## config.mk

```make
export PLATFORM = sky130hd
export DESIGN_NAME = fb_port_arbiter_flat
export DESIGN_NICKNAME = d
export VERILOG_FILES = /design/src/rtl/fb_port_arbiter_if.sv /design/src/rtl/fb_port_arbiter.sv /design/src/flat_wrapper.sv
export SDC_FILE = /design/constraint.sdc
export NUM_CORES = 1
export LEC_CHECK = 0
export BUFFER_PORTS_ARGS = -buffer_cell sky130_fd_sc_hd__buf_2
export CORE_MARGIN = 1
export CORE_UTILIZATION = 54
export CTS_CLUSTER_DIAMETER = 50
export CTS_CLUSTER_SIZE = 30
export DETAILED_ROUTE_END_ITERATION = 7
export HOLD_SLACK_MARGIN = 0.03
export MAX_ROUTING_LAYER = met4
export PLACE_DENSITY = 0.87
export SYNTH_ARGS = -nofsm -noshare
export SYNTH_HDL_FRONTEND = slang
export SYNTH_SLANG_ARGS = --single-unit
```

## constraint.sdc

```tcl
create_clock -name clk -period 2.4 [get_ports clk]
set_input_delay 0.24 -clock clk [delete_from_list [all_inputs] [get_ports clk]]
set_output_delay 0.24 -clock clk [all_outputs]
set_load 0.02 [all_outputs]
```

## src/rtl/fb_port_arbiter_if.sv

```systemverilog
// Bundle of display-read, camera-write, status and frame-buffer RAM signals around fb_port_arbiter.
// The slave modport is the arbiter's view. The master modport is the view of the clients and RAM around it.
interface fb_port_arbiter_if #(
  parameter int C_NB_ADDR   = 13,
  parameter int C_NB_DATA   = 12,
  parameter int C_FIFO_LOG2 = 2
);
  logic                   disp_rd_req;
  logic [C_NB_ADDR-1:0]   disp_rd_addr;
  logic [C_NB_DATA-1:0]   disp_rd_data;
  logic                   disp_rd_valid;
  logic                   cam_wr_req;
  logic [C_NB_ADDR-1:0]   cam_wr_addr;
  logic [C_NB_DATA-1:0]   cam_wr_data;
  logic                   ovf_clr;
  logic                   ovf;
  logic [C_FIFO_LOG2:0]   fifo_level;
  logic                   mem_en;
  logic                   mem_we;
  logic [C_NB_ADDR-1:0]   mem_addr;
  logic [C_NB_DATA-1:0]   mem_wdata;
  logic [C_NB_DATA-1:0]   mem_rdata;

  modport master (
    output disp_rd_req, disp_rd_addr, cam_wr_req, cam_wr_addr, cam_wr_data,
           ovf_clr, mem_rdata,
    input  disp_rd_data, disp_rd_valid, ovf, fifo_level,
           mem_en, mem_we, mem_addr, mem_wdata
  );

  modport slave (
    input  disp_rd_req, disp_rd_addr, cam_wr_req, cam_wr_addr, cam_wr_data,
           ovf_clr, mem_rdata,
    output disp_rd_data, disp_rd_valid, ovf, fifo_level,
           mem_en, mem_we, mem_addr, mem_wdata
  );
endinterface

```

## src/rtl/fb_port_arbiter.sv

```systemverilog
// Single-port frame-buffer arbiter: display reads win every cycle, camera writes queue in a FIFO and drain into idle cycles.
// Optional macro FB_ARB_DROP_CNT_EN adds a saturating 16-bit drop_cnt output.
module fb_port_arbiter #(
  parameter int C_NB_ADDR   = 13,
  parameter int C_NB_DATA   = 12,
  parameter int C_FIFO_LOG2 = 2
) (
  input  logic                clk,
  input  logic                rst,
  fb_port_arbiter_if.slave    bus
`ifdef FB_ARB_DROP_CNT_EN
  ,
  output logic [15:0]         drop_cnt
`endif
);

  localparam int C_DEPTH = 1 << C_FIFO_LOG2;
  localparam logic [C_FIFO_LOG2:0]   C_FULL    = {1'b1, {C_FIFO_LOG2{1'b0}}};
  localparam logic [C_FIFO_LOG2:0]   C_LVL_ONE = {{C_FIFO_LOG2{1'b0}}, 1'b1};
  localparam logic [C_FIFO_LOG2-1:0] C_PTR_ONE = {{(C_FIFO_LOG2-1){1'b0}}, 1'b1};

  typedef enum logic [1:0] {
    GRANT_IDLE,
    GRANT_READ,
    GRANT_WRITE
  } grant_t;

  grant_t                  grant;
  logic [C_NB_ADDR-1:0]    fifo_addr [C_DEPTH];
  logic [C_NB_DATA-1:0]    fifo_data [C_DEPTH];
  logic [C_FIFO_LOG2-1:0]  wr_ptr;
  logic [C_FIFO_LOG2-1:0]  rd_ptr;
  logic [C_FIFO_LOG2:0]    level;
  logic                    rd_valid;
  logic                    ovf_flag;
  logic                    empty;
  logic                    full;
  logic                    pop;
  logic                    push;
  logic                    drop;

  // A full FIFO can still accept a write when its head drains in the same cycle.
  always_comb begin
    empty = (level == '0);
    full  = (level == C_FULL);
    pop   = !bus.disp_rd_req && !empty;
    push  = bus.cam_wr_req && (!full || pop);
    drop  = bus.cam_wr_req && full && !pop;
  end

  always_comb begin
    grant = GRANT_IDLE;
    if (bus.disp_rd_req) begin
      grant = GRANT_READ;
    end else if (!empty) begin
      grant = GRANT_WRITE;
    end
  end

  always_comb begin
    bus.mem_en    = 1'b0;
    bus.mem_we    = 1'b0;
    bus.mem_addr  = '0;
    bus.mem_wdata = '0;
    unique case (grant)
      GRANT_READ: begin
        bus.mem_en   = 1'b1;
        bus.mem_addr = bus.disp_rd_addr;
      end
      GRANT_WRITE: begin
        bus.mem_en    = 1'b1;
        bus.mem_we    = 1'b1;
        bus.mem_addr  = fifo_addr[rd_ptr];
        bus.mem_wdata = fifo_data[rd_ptr];
      end
      default: begin
        bus.mem_en = 1'b0;
      end
    endcase
  end

  // Storage needs no reset; only the pointers and level define validity.
  always_ff @(posedge clk) begin
    if (push) begin
      fifo_addr[wr_ptr] <= bus.cam_wr_addr;
      fifo_data[wr_ptr] <= bus.cam_wr_data;
    end
  end

  always_ff @(posedge clk or posedge rst) begin
    if (rst) begin
      wr_ptr <= '0;
      rd_ptr <= '0;
      level  <= '0;
    end else begin
      if (push) begin
        wr_ptr <= wr_ptr + C_PTR_ONE;
      end
      if (pop) begin
        rd_ptr <= rd_ptr + C_PTR_ONE;
      end
      if (push && !pop) begin
        level <= level + C_LVL_ONE;
      end else if (pop && !push) begin
        level <= level - C_LVL_ONE;
      end
    end
  end

  // A drop in the same cycle as ovf_clr keeps the flag set.
  always_ff @(posedge clk or posedge rst) begin
    if (rst) begin
      ovf_flag <= 1'b0;
      rd_valid <= 1'b0;
    end else begin
      rd_valid <= bus.disp_rd_req;
      if (drop) begin
        ovf_flag <= 1'b1;
      end else if (bus.ovf_clr) begin
        ovf_flag <= 1'b0;
      end
    end
  end

`ifdef FB_ARB_DROP_CNT_EN
  always_ff @(posedge clk or posedge rst) begin
    if (rst) begin
      drop_cnt <= 16'd0;
    end else if (drop) begin
      if (bus.ovf_clr) begin
        drop_cnt <= 16'd1;
      end else if (drop_cnt != 16'hFFFF) begin
        drop_cnt <= drop_cnt + 16'd1;
      end
    end else if (bus.ovf_clr) begin
      drop_cnt <= 16'd0;
    end
  end
`endif

  always_comb begin
    bus.disp_rd_valid = rd_valid;
    bus.disp_rd_data  = bus.mem_rdata;
    bus.ovf           = ovf_flag;
    bus.fifo_level    = level;
  end

endmodule

```

## src/flat_wrapper.sv

```systemverilog
// flat-port wrapper written by rule: the top's interface ports become plain ports
module fb_port_arbiter_flat 
#(
  parameter int C_NB_ADDR   = 13,
  parameter int C_NB_DATA   = 12,
  parameter int C_FIFO_LOG2 = 2
)
  (clk, rst, bus_disp_rd_req, bus_disp_rd_addr, bus_cam_wr_req, bus_cam_wr_addr, bus_cam_wr_data, bus_ovf_clr, bus_mem_rdata, bus_disp_rd_data, bus_disp_rd_valid, bus_ovf, bus_fifo_level, bus_mem_en, bus_mem_we, bus_mem_addr, bus_mem_wdata);
  fb_port_arbiter_if #(.C_NB_ADDR(C_NB_ADDR), .C_NB_DATA(C_NB_DATA), .C_FIFO_LOG2(C_FIFO_LOG2)) bus_i ();
  input  logic clk;
  input  logic rst;
  input wire logic [$bits(bus_i.disp_rd_req)-1:0] bus_disp_rd_req;
  input wire logic [$bits(bus_i.disp_rd_addr)-1:0] bus_disp_rd_addr;
  input wire logic [$bits(bus_i.cam_wr_req)-1:0] bus_cam_wr_req;
  input wire logic [$bits(bus_i.cam_wr_addr)-1:0] bus_cam_wr_addr;
  input wire logic [$bits(bus_i.cam_wr_data)-1:0] bus_cam_wr_data;
  input wire logic [$bits(bus_i.ovf_clr)-1:0] bus_ovf_clr;
  input wire logic [$bits(bus_i.mem_rdata)-1:0] bus_mem_rdata;
  output wire logic [$bits(bus_i.disp_rd_data)-1:0] bus_disp_rd_data;
  output wire logic [$bits(bus_i.disp_rd_valid)-1:0] bus_disp_rd_valid;
  output wire logic [$bits(bus_i.ovf)-1:0] bus_ovf;
  output wire logic [$bits(bus_i.fifo_level)-1:0] bus_fifo_level;
  output wire logic [$bits(bus_i.mem_en)-1:0] bus_mem_en;
  output wire logic [$bits(bus_i.mem_we)-1:0] bus_mem_we;
  output wire logic [$bits(bus_i.mem_addr)-1:0] bus_mem_addr;
  output wire logic [$bits(bus_i.mem_wdata)-1:0] bus_mem_wdata;
  assign bus_i.disp_rd_req = bus_disp_rd_req;
  assign bus_i.disp_rd_addr = bus_disp_rd_addr;
  assign bus_i.cam_wr_req = bus_cam_wr_req;
  assign bus_i.cam_wr_addr = bus_cam_wr_addr;
  assign bus_i.cam_wr_data = bus_cam_wr_data;
  assign bus_i.ovf_clr = bus_ovf_clr;
  assign bus_i.mem_rdata = bus_mem_rdata;
  assign bus_disp_rd_data = bus_i.disp_rd_data;
  assign bus_disp_rd_valid = bus_i.disp_rd_valid;
  assign bus_ovf = bus_i.ovf;
  assign bus_fifo_level = bus_i.fifo_level;
  assign bus_mem_en = bus_i.mem_en;
  assign bus_mem_we = bus_i.mem_we;
  assign bus_mem_addr = bus_i.mem_addr;
  assign bus_mem_wdata = bus_i.mem_wdata;
  fb_port_arbiter #(.C_NB_ADDR(C_NB_ADDR), .C_NB_DATA(C_NB_DATA), .C_FIFO_LOG2(C_FIFO_LOG2)) u_core (.clk(clk), .rst(rst), .bus(bus_i));
endmodule
```

==> qor.yml, run 1 <==
synth:
  avgSynthCellArea_um2: 20.6
  synth_nets: 276
  ys_seq_elements: 109
  syn_area_um2: 4430
  yosysWarnings: 0
  synth_seq_area_share: 0.729
  ys_types: 26
  syn_inst: 215
cells_and_area:
  nFillCells: 538
  final_cells: 395
  nets: 349
  insertedDiodeCount: 0
  drive_gt1_frac: 0.413
  areaGrowthSynthToFinish_pct: 15.2
setup_path:
  cp-start-kind: "flop"
  crit_chain: "buf_12, mux4_1, a22o_1, buf_2"
  crit_slowest_cell: "mux4_1"
  max_stage_delay_ps: 610
  critPathBufInv: 2
  crit_cells: 4
  reg2reg_depth: 9
  cp.required_ps: 2160
  arrival_ps: 1980
  cp_max_fo: 27
  path_class: "reg2out"
  end_kind: "output pin"
  cpLargestDelayFamily: "multiplexers"
global_route:
  grt_use_total: 0.194
  grt_pass1_wl_um: 11300
  grt_max_degree: 28
  grt_pass1_vias: 2224
  antenna_found_initial: 0
  grt_overflow: 0
timing:
  relSlewSlack: 0.733
  rsz0062_at_grt: "no"
  period_minus_slack_ps: 2220
  hold_viol: 0
  holdWs_ps: 49.7
  tightest_slew_ps: 400
  clock.fmax_mhz: 451
  setup_viol: 0
  final.period_utilization: 0.924
  fin_ws_ps: 183
  setup_tns_ps: 0
  fin_worst_skew_ps: 20.4
  slew_violations: 0
floorplan:
  io_pins: 99
  fp.coreArea_um2: 7850
  die_y_um: 92.6
  start_util: 0.565
  die_x_um: 92.6
  dieArea_um2: 8570
  rows: 32
place:
  dpl.hpwl_um: 4540
  routabilityCongestion: 0.807
  pre_cts_ws_ps: 353
  portBuffers: 74
  place_inst: 378
hold_path:
  hold_depth: 2
  hp-class: "in2reg"
clock_network:
  post_cts_buffers: 0
  path_clk_slew_ps: 100
  cts_tree: "done"
  htree_levels: 3
  insertion_delay_ps: 380
  root_buffer: "clkbuf_8"
  clockBufferDepth: 2
  clock-sinks: 109
  cts_resized: 0
  numCtsBuffers: 9
pwr:
  vdd_drop_max_v: 0.000800
  cellPowerDensity_nw_per_um2: 1160
  fin_total_pwr_uw: 5900
  power_leakage_uw: 0.00191
detailed_routing:
  dr.pass1.iters: 4
  drc: 0
  wl_per_cell_um: 18.8
  wirelength_um: 7420
  drt_first_iter_violations: 141
  postRouteAntennaNets: 0
  vias_per_cell: 5.57
  vias: 2201
run:
  maxCapViolCount: 0
outcome:
  status: "finished clean"
## cells by family after synthesis
kind of cell / count (synthesis) / share of synthesized area
compound gates: 15 / 0.0282
xor+xnor: 6 / 0.0119
fa+ha+maj: 6 / 0.0186
buf+inv: 29 / 0.0432
flops: 109 / 0.729
mux: 27 / 0.138
simple gates: 23 / 0.0314
## worst register-to-register path, delay by kind of cell (launching register included)
family,cells,cell delay (ps)
fa+ha+maj,2,560
flops,1,460
buf+inv,2,170
simple gates,3,530
xor+xnor,2,300
## sequential cells by signal (all words and copies together), names as in the netlist
name and flops:
u_core.rd_ptr 2, u_core.wr_ptr 2, u_core.bus.fifo_level 3, u_core.fifo_addr 52, u_core.fifo_data 48, u_core.bus.disp_rd_valid 1, u_core.bus.ovf 1
## synth_stat cells
library cell,number,area (µm²)
mux4_2,18,405
inv_1,7,26.3
nor3_1,1,5.00
a22o_1,13,114
nor3b_1,1,7.51
buf_12,1,20.0
a31oi_1,1,6.26
o21ai_0,1,5.00
xnor2_1,3,26.3
and2_1,16,100
nor2_2,1,6.26
mux2_2,2,22.5
edfxtp_1,100,3000
nand4_1,1,6.26
clkbuf_1,1,3.75
fa_1,1,20.0
buf_6,2,22.5
xor2_1,3,26.3
dfrtp_1,9,225
nand2b_1,1,6.26
ha_1,5,62.6
nor2_1,2,7.51
buf_1,1,3.75
buf_2,5,25.0
buf_4,12,90.1
mux4_1,7,184
## cells in the final DEF, fill, tap and decap left out, drive strengths merged, types with 5 or more instances in the layout
cell type,netlist,layout
edfxtp,100,100
buf,21,83
mux4,25,25
and2,16,16
a22o,13,13
inv,7,10
clkbuf,1,9
dfrtp,9,9
ha,5,5
## layout make-up
cell class,count,area [µm²],area share
clock buffer,9,124,0.0243
clock inverter,7,126,0.0248
inverter,7,26.3,0.00515
multi-input combinational,77,1010,0.198
sequential,109,3230,0.633
tap,102,128,0.0250
timing repair buffer,84,460,0.0902
## path summary, 6_finish.rpt
kind | to | startpoint | slack [ps]
max in group asynchronous | u_core.rd_ptr[0]$_DFFE_PP0N_ | rst | 1750
min in group asynchronous | u_core.wr_ptr[1]$_DFFE_PP0P_ | rst | 370
max reg2reg | u_core.bus.fifo_level[2]$_DFFE_PP0P_ | u_core.bus.fifo_level[0]$_DFFE_PP0P_ | 320
max | bus_mem_addr[4] | u_core.rd_ptr[0]$_DFFE_PP0N_ | 180
min | u_core.bus.ovf$_DFFE_PP0P_ | bus_ovf_clr | 50
min reg2reg | u_core.bus.ovf$_DFFE_PP0P_ | u_core.bus.ovf$_DFFE_PP0P_ | 530
## where the power goes
group / internal [µW] / switching [µW] / total [µW]
combinational: 875 / 1050 / 1930
sequential: 2510 / 133 / 2640
clock: 707 / 626 / 1330
total: 4090 / 1810 / 5900
## metrics by stage
stage | util | instance area, µm²
CTS | 0.651 | 5100
global route | 0.651 | 5100
floorplan | - | 4430
detailed placement | 0.617 | 4840
global placement | 0.617 | 4840
finish | 0.651 | 5100
## per-layer routing
layer | global-route usage | vias up | share of wire
li1 | - | 992 | -
met1 | 0.235 | 1122 | 0.40
met2 | 0.317 | 77 | 0.52
met3 | 0.0534 | 10 | 0.064
met4 | 0.0690 | 0 | 0.012
met5 | - | - | 0
## what timing repair did
item / 4_1_cts / 5_1_grt
setup endpoints to repair: 0 / 0
endpoints found under the hold margin: 9 / 0
hold buffers: 1 / 0
Note: power is estimated with default switching activity, not from simulation.
==> run 2: changes to the inputs <==
- CORE_UTILIZATION: 54 -> 35
- PLACE_DENSITY: 0.87 -> 0.63
- SLEW_MARGIN: default -> 20
==> qor.yml, run 2 (synthesis results as in run 1) <==
cells_and_area:
  top_register: "u_core.fifo_addr"
  final_area_um2: 5310  # +4.0%
  mostFrequentLayoutCell: "edfxtp_1"
  insertedDiodeCount: 0  # unchanged
  largest_reg_flops: 52  # unchanged
  final_cells: 465  # +18%
  drive_gt1_frac: 0.421  # +0.00791
  final_cell_mix: "100 x edfxtp_1, 74 x buf_2, 18 x mux4_2"
  nets: 353  # +1.1%
  areaGrowthSynthToFinish_pct: 19.9
clock_network:
  cts_tree: "done"
  post_cts_buffers: 0  # unchanged
  htree_levels: 3  # unchanged
  root_buffer: "clkbuf_16"
  cts_resized: 0  # unchanged
  ctsHoldBuffers: 1  # unchanged
  path_clk_slew_ps: 70  # -30 ps
  numCtsBuffers: 9  # unchanged
  clock-sinks: 109  # unchanged
  clockBufferDepth: 2  # unchanged
  insertion_delay_ps: 340  # -40 ps
setup_path:
  cp_max_fo: 18  # -33%
  crit_chain: "buf_12, mux4_1, a22o_1, buf_2"
  path_class: "reg2out"
  max_stage_delay_ps: 620  # about the same
  arrival_ps: 1900  # -80 ps
  critPathBufInv: 2  # unchanged
  cp-start-kind: "flop"
  cp.required_ps: 2160  # about the same
  crit_slowest_cell: "mux4_1"
  cpLargestDelayFamily: "multiplexers"
  end_kind: "output pin"
timing:
  slew_violations: 0  # unchanged
  setup_viol: 0  # unchanged
  final.period_utilization: 0.892  # -0.0314
  setup_tns_ps: 0  # unchanged
  period_minus_slack_ps: 2140  # -75.2 ps
  holdWs_ps: 88.7  # +39.0 ps
  relSlewSlack: 0.732  # -0.00132
  fin_worst_skew_ps: 6.29  # -14.1 ps
  rsz0062_at_grt: "no"
  hold_viol: 0  # unchanged
  fin_ws_ps: 258  # +75.2 ps
  tightest_slew_ps: 399  # -1.09 ps
  clock.fmax_mhz: 467  # +3.5%
detailed_routing:
  dr.pass1.iters: 4  # unchanged
  wirelength_um: 7860  # +6.0%
  wl_per_cell_um: 16.9  # -10%
  drc: 0  # unchanged
  drt_first_iter_violations: 64  # -55%
  vias_per_cell: 4.68  # -16%
  postRouteAntennaNets: 0  # unchanged
  vias: 2175  # -1.2%
place:
  place_inst: 448  # +19%
  portBuffers: 74  # unchanged
  placedInstanceArea_um2: 4980  # +2.8%
  dpl.hpwl_um: 5110  # +12%
  pre_cts_ws_ps: 286  # -66.3 ps
  routabilityCongestion: 0.763  # -5.5%
hold_path:
  hp-class: "in2reg"
floorplan:
  start_util: 0.364  # -0.200
  dieArea_um2: 13100  # +53%
  rows: 40  # +25%
  fp.coreArea_um2: 12200  # +55%
  io_pins: 99  # unchanged
  die_y_um: 115  # +24%
  die_x_um: 115  # +24%
pwr:
  intPower_uw: 4270  # +4.5%
  power_leakage_uw: 0.00197  # +3.0%
  clock_power_share: 0.247  # +0.021
  p_comb_frac: 0.323  # -0.003
  swShare: 0.307  # +0.000893
  vdd_drop_max_v: 0.000610  # -24%
  pwr-share-seq: 0.431  # -0.017
  cellPowerDensity_nw_per_um2: 1160  # +0.53%
  switching_power_uw: 1900  # +4.9%
global_route:
  grt_pass1_vias: 2191  # -1.5%
  antenna_found_initial: 0  # unchanged
  grt_max_degree: 27  # -3.6%
  grt_use_total: 0.131  # -0.0630
  grt_overflow: 0  # unchanged
  grt_pass1_wl_um: 12000  # +5.6%
outcome:
  status: "finished clean"
run:
  maxCapViolCount: 0  # unchanged
[run 2: changes by cell type in the layout (fill, tap and decap cells not counted), moves of 2 or more]
cell / delta
clkbuf_16: +9
clkbuf_8: -9
buf_12: +2
buf_4: +2
bufinv_16: -2
clkinv_4: +2
inv_6: -2
[run 2: worst paths after layout]
check	to	slack (ps)	start	cells after the start
worst max register to register	u_core.bus.fifo_level[2]$_DFFE_PP0P_	270	u_core.bus.fifo_level[0]$_DFFE_PP0P_	9
worst max-delay path	bus_mem_addr[4]	260	u_core.rd_ptr[0]$_DFFE_PP0N_	4
max in group asynchronous	u_core.rd_ptr[0]$_DFFE_PP0N_	1690	rst	3
worst min-delay path	u_core.bus.ovf$_DFFE_PP0P_	90	bus_ovf_clr	2
worst min register to register	u_core.bus.ovf$_DFFE_PP0P_	530	u_core.bus.ovf$_DFFE_PP0P_	2
min in group asynchronous	u_core.bus.fifo_level[1]$_DFFE_PP0P_	410	rst	3
[run 2: per-layer routing]
metal | wire (µm) | global-route usage | up-vias
met5 | 0 | - | -
met4 | 99 | 0.0381 | 0
met3 | 335 | 0.0413 | 16
met2 | 4020 | 0.215 | 47
met1 | 3410 | 0.157 | 1107
li1 | - | - | 1005
[run 2: power groups by stage]
stage               logic [µW]  clock network [µW]  registers [µW]
floorplan                 1430                   0            2680
global placement          2020                   0            2680
detailed placement        2040                   0            2700
CTS                       2050                1570            2660
global route              2160                1650            2700
finish                    1990                1520            2660
[run 2: stage by stage]
step                      total power (µW)   util
after floorplan                       4110      -
after global placement                4710  0.410
after detailed placement              4750  0.410
after CTS                             6280  0.437
after global routing                  6500  0.437
final                                 6170  0.437
[run 2: cell type report]
| type | count | area (µm²) |
|---|---|---|
| sequential | 109 | 3230 |
| fill | 1058 | 6850 |
| timing repair buffer | 88 | 515 |
| clock inverter | 7 | 93.8 |
| multi-input combinational | 77 | 1010 |
| clock buffer | 9 | 225 |
| inverter | 7 | 26.3 |
| tap | 168 | 210 |
==> run 3: changes to the inputs <==
- CTS_BUF_LIST: default -> sky130_fd_sc_hd__clkbuf_8
==> qor.yml, run 3 (synthesis results as in run 1) <==
run:
  maxCapViolCount: 0  # unchanged
pwr:
  p_comb_frac: 0.343  # +0.020
  cellPowerDensity_nw_per_um2: 1110  # -4.3%
  power_leakage_uw: 0.00192  # -2.4%
  fin_total_pwr_uw: 5800  # -6.0%
  pwr-share-seq: 0.458  # +0.027
  clock_power_share: 0.199  # -0.048
  intPower_uw: 3950  # -7.7%
  vdd_drop_max_v: 0.000516  # -15%
  switching_power_uw: 1860  # -2.2%
  swShare: 0.320  # +0.0124
floorplan:
  start_util: 0.364  # unchanged
  die_x_um: 115  # unchanged
  io_pins: 99  # unchanged
  rows: 40  # unchanged
  die_y_um: 115  # unchanged
  dieArea_um2: 13100  # unchanged
  fp.coreArea_um2: 12200  # unchanged
setup_path:
  cp-startpoint: "u_core.rd_ptr[0]$_DFFE_PP0N_"
  end_kind: "output pin"
  reg2reg_depth: 9  # unchanged
  reg2reg_to: "u_core.bus.fifo_level[2]$_DFFE_PP0P_"
  cp_max_fo: 18  # unchanged
  path_class: "reg2out"
  cp-start-kind: "flop"
  r2r_slack_ps: 260  # about the same
  timing.rr.start: "u_core.bus.fifo_level[0]$_DFFE_PP0P_"
  arrival_ps: 1930  # +30 ps
  cp.required_ps: 2160  # about the same
global_route:
  antenna_found_initial: 1  # +1
  grt_use_total: 0.129  # -0.00216
  grt_overflow: 0  # unchanged
  grt_pass1_vias: 2190  # -0.046%
  grt_pass1_wl_um: 11800  # -1.0%
  grt_max_degree: 27  # unchanged
timing:
  rsz0062_at_grt: "no"
  relSlewSlack: 0.733  # +0.000836
  clock.fmax_mhz: 461  # -1.2%
  setup_viol: 0  # unchanged
  period_minus_slack_ps: 2170  # +27.0 ps
  slew_violations: 0  # unchanged
  fin_worst_skew_ps: 8.28  # +1.99 ps
  final.period_utilization: 0.904  # +0.0113
  hold_viol: 0  # unchanged
  setup_tns_ps: 0  # unchanged
  tightest_slew_ps: 398  # -1.24 ps
cells_and_area:
  largest_reg_flops: 52  # unchanged
  nets: 353  # unchanged
  final_cell_mix: "100 x edfxtp_1, 74 x buf_2, 18 x mux4_2"
  nFillCells: 1063  # +0.47%
  top_register: "u_core.fifo_addr"
  finish.utilization: 0.429  # -0.00792
  areaGrowthSynthToFinish_pct: 17.7
  mostFrequentLayoutCell: "edfxtp_1"
  drive_gt1_frac: 0.421  # unchanged
clock_network:
  cts_resized: 0  # unchanged
  path_clk_slew_ps: 100  # +30 ps
  clock-sinks: 109  # unchanged
  numCtsBuffers: 9  # unchanged
  root_buffer: "clkbuf_8"
  htree_levels: 3  # unchanged
  insertion_delay_ps: 360  # +20 ps
  cts_tree: "done"
  clockBufferDepth: 2  # unchanged
place:
  portBuffers: 74  # unchanged
  routabilityCongestion: 0.763  # unchanged
  dpl.hpwl_um: 5110  # unchanged
detailed_routing:
  vias_per_cell: 4.68  # about the same
  drt_first_iter_violations: 63  # -1.6%
  wl_per_cell_um: 16.8  # -0.72%
  drc: 0  # unchanged
  vias: 2184  # +0.41%
  wirelength_um: 7840  # -0.29%
  postRouteAntennaNets: 0  # unchanged
  dr.pass1.iters: 4  # unchanged
hold_path:
  holdPathEnd: "u_core.bus.ovf$_DFFE_PP0P_"
  hold_depth: 2  # unchanged
  hp-class: "in2reg"
  worstHoldStart: "bus_ovf_clr"
outcome:
  status: "finished clean"
## run 3: worst max-delay path: stages (launching register included)
cell and delay, ps:
dfrtp_2 400, buf_12 190, mux4_1 620, a22o_1 210, buf_2 150
## run 3: final cells by class
type                            count  area, µm²  share of cell area
Tap cell                          168        210              0.0403
Clock buffer                        9        124              0.0238
Inverter                            7       26.3             0.00504
Timing Repair Buffer               88        515              0.0988
Clock inverter                      7       93.8              0.0180
Sequential cell                   109       3230               0.619
Multi-Input combinational cell     77       1010               0.194
Antenna cell                        2       5.00            0.000960
## run 3: metal layers
| layer | share of wire | track usage | up-vias |
|---|---|---|---|
| li1 | - | - | 1003 |
| met1 | 0.44 | 0.154 | 1109 |
| met2 | 0.51 | 0.212 | 55 |
| met3 | 0.044 | 0.0397 | 17 |
| met4 | 0.013 | 0.0355 | 0 |
| met5 | 0 | - | - |
## run 3: how the worst max path moves through the flow
stage,to
2_1_floorplan,u_core.bus.fifo_level[2]$_DFFE_PP0P_
3_3_place_gp,u_core.bus.fifo_level[2]$_DFFE_PP0P_
3_5_place_dp,u_core.bus.fifo_level[2]$_DFFE_PP0P_
4_1_cts,bus_mem_addr[4]
5_1_grt,u_core.bus.fifo_level[2]$_DFFE_PP0P_
6_report,bus_mem_addr[4]
## run 3: power by group through the flow
| stage | clock network (µW) | registers, µW | logic (µW) |
|---|---|---|---|
| CTS | 1190 | 2660 | 2050 |
| detailed placement | 0 | 2700 | 2040 |
| floorplan | 0 | 2680 | 1430 |
| finish | 1150 | 2660 | 1990 |
| global placement | 0 | 2680 | 2020 |
| global route | 1260 | 2690 | 2160 |
## run 3: timing repair
item	CTS	global route
setup endpoints to repair	0	0
setup buffers	0	0
hold buffers	1	0
endpoints found under the hold margin	9	0
## run 3: stage by stage
| stage | worst slack (ps) | hold WS [ps] | cells | area [µm²] |
|---|---|---|---|---|
| floorplan | 277 | 67.9 | 215 | 4430 |
| global placement | 375 | 230 | 448 | 4980 |
| detailed placement | 286 | 235 | 448 | 4980 |
| CTS | 182 | 49.8 | 465 | 5210 |
| global route | 80.2 | 39.4 | 466 | 5210 |
| finish | 231 | 65.7 | 467 | 5220 |
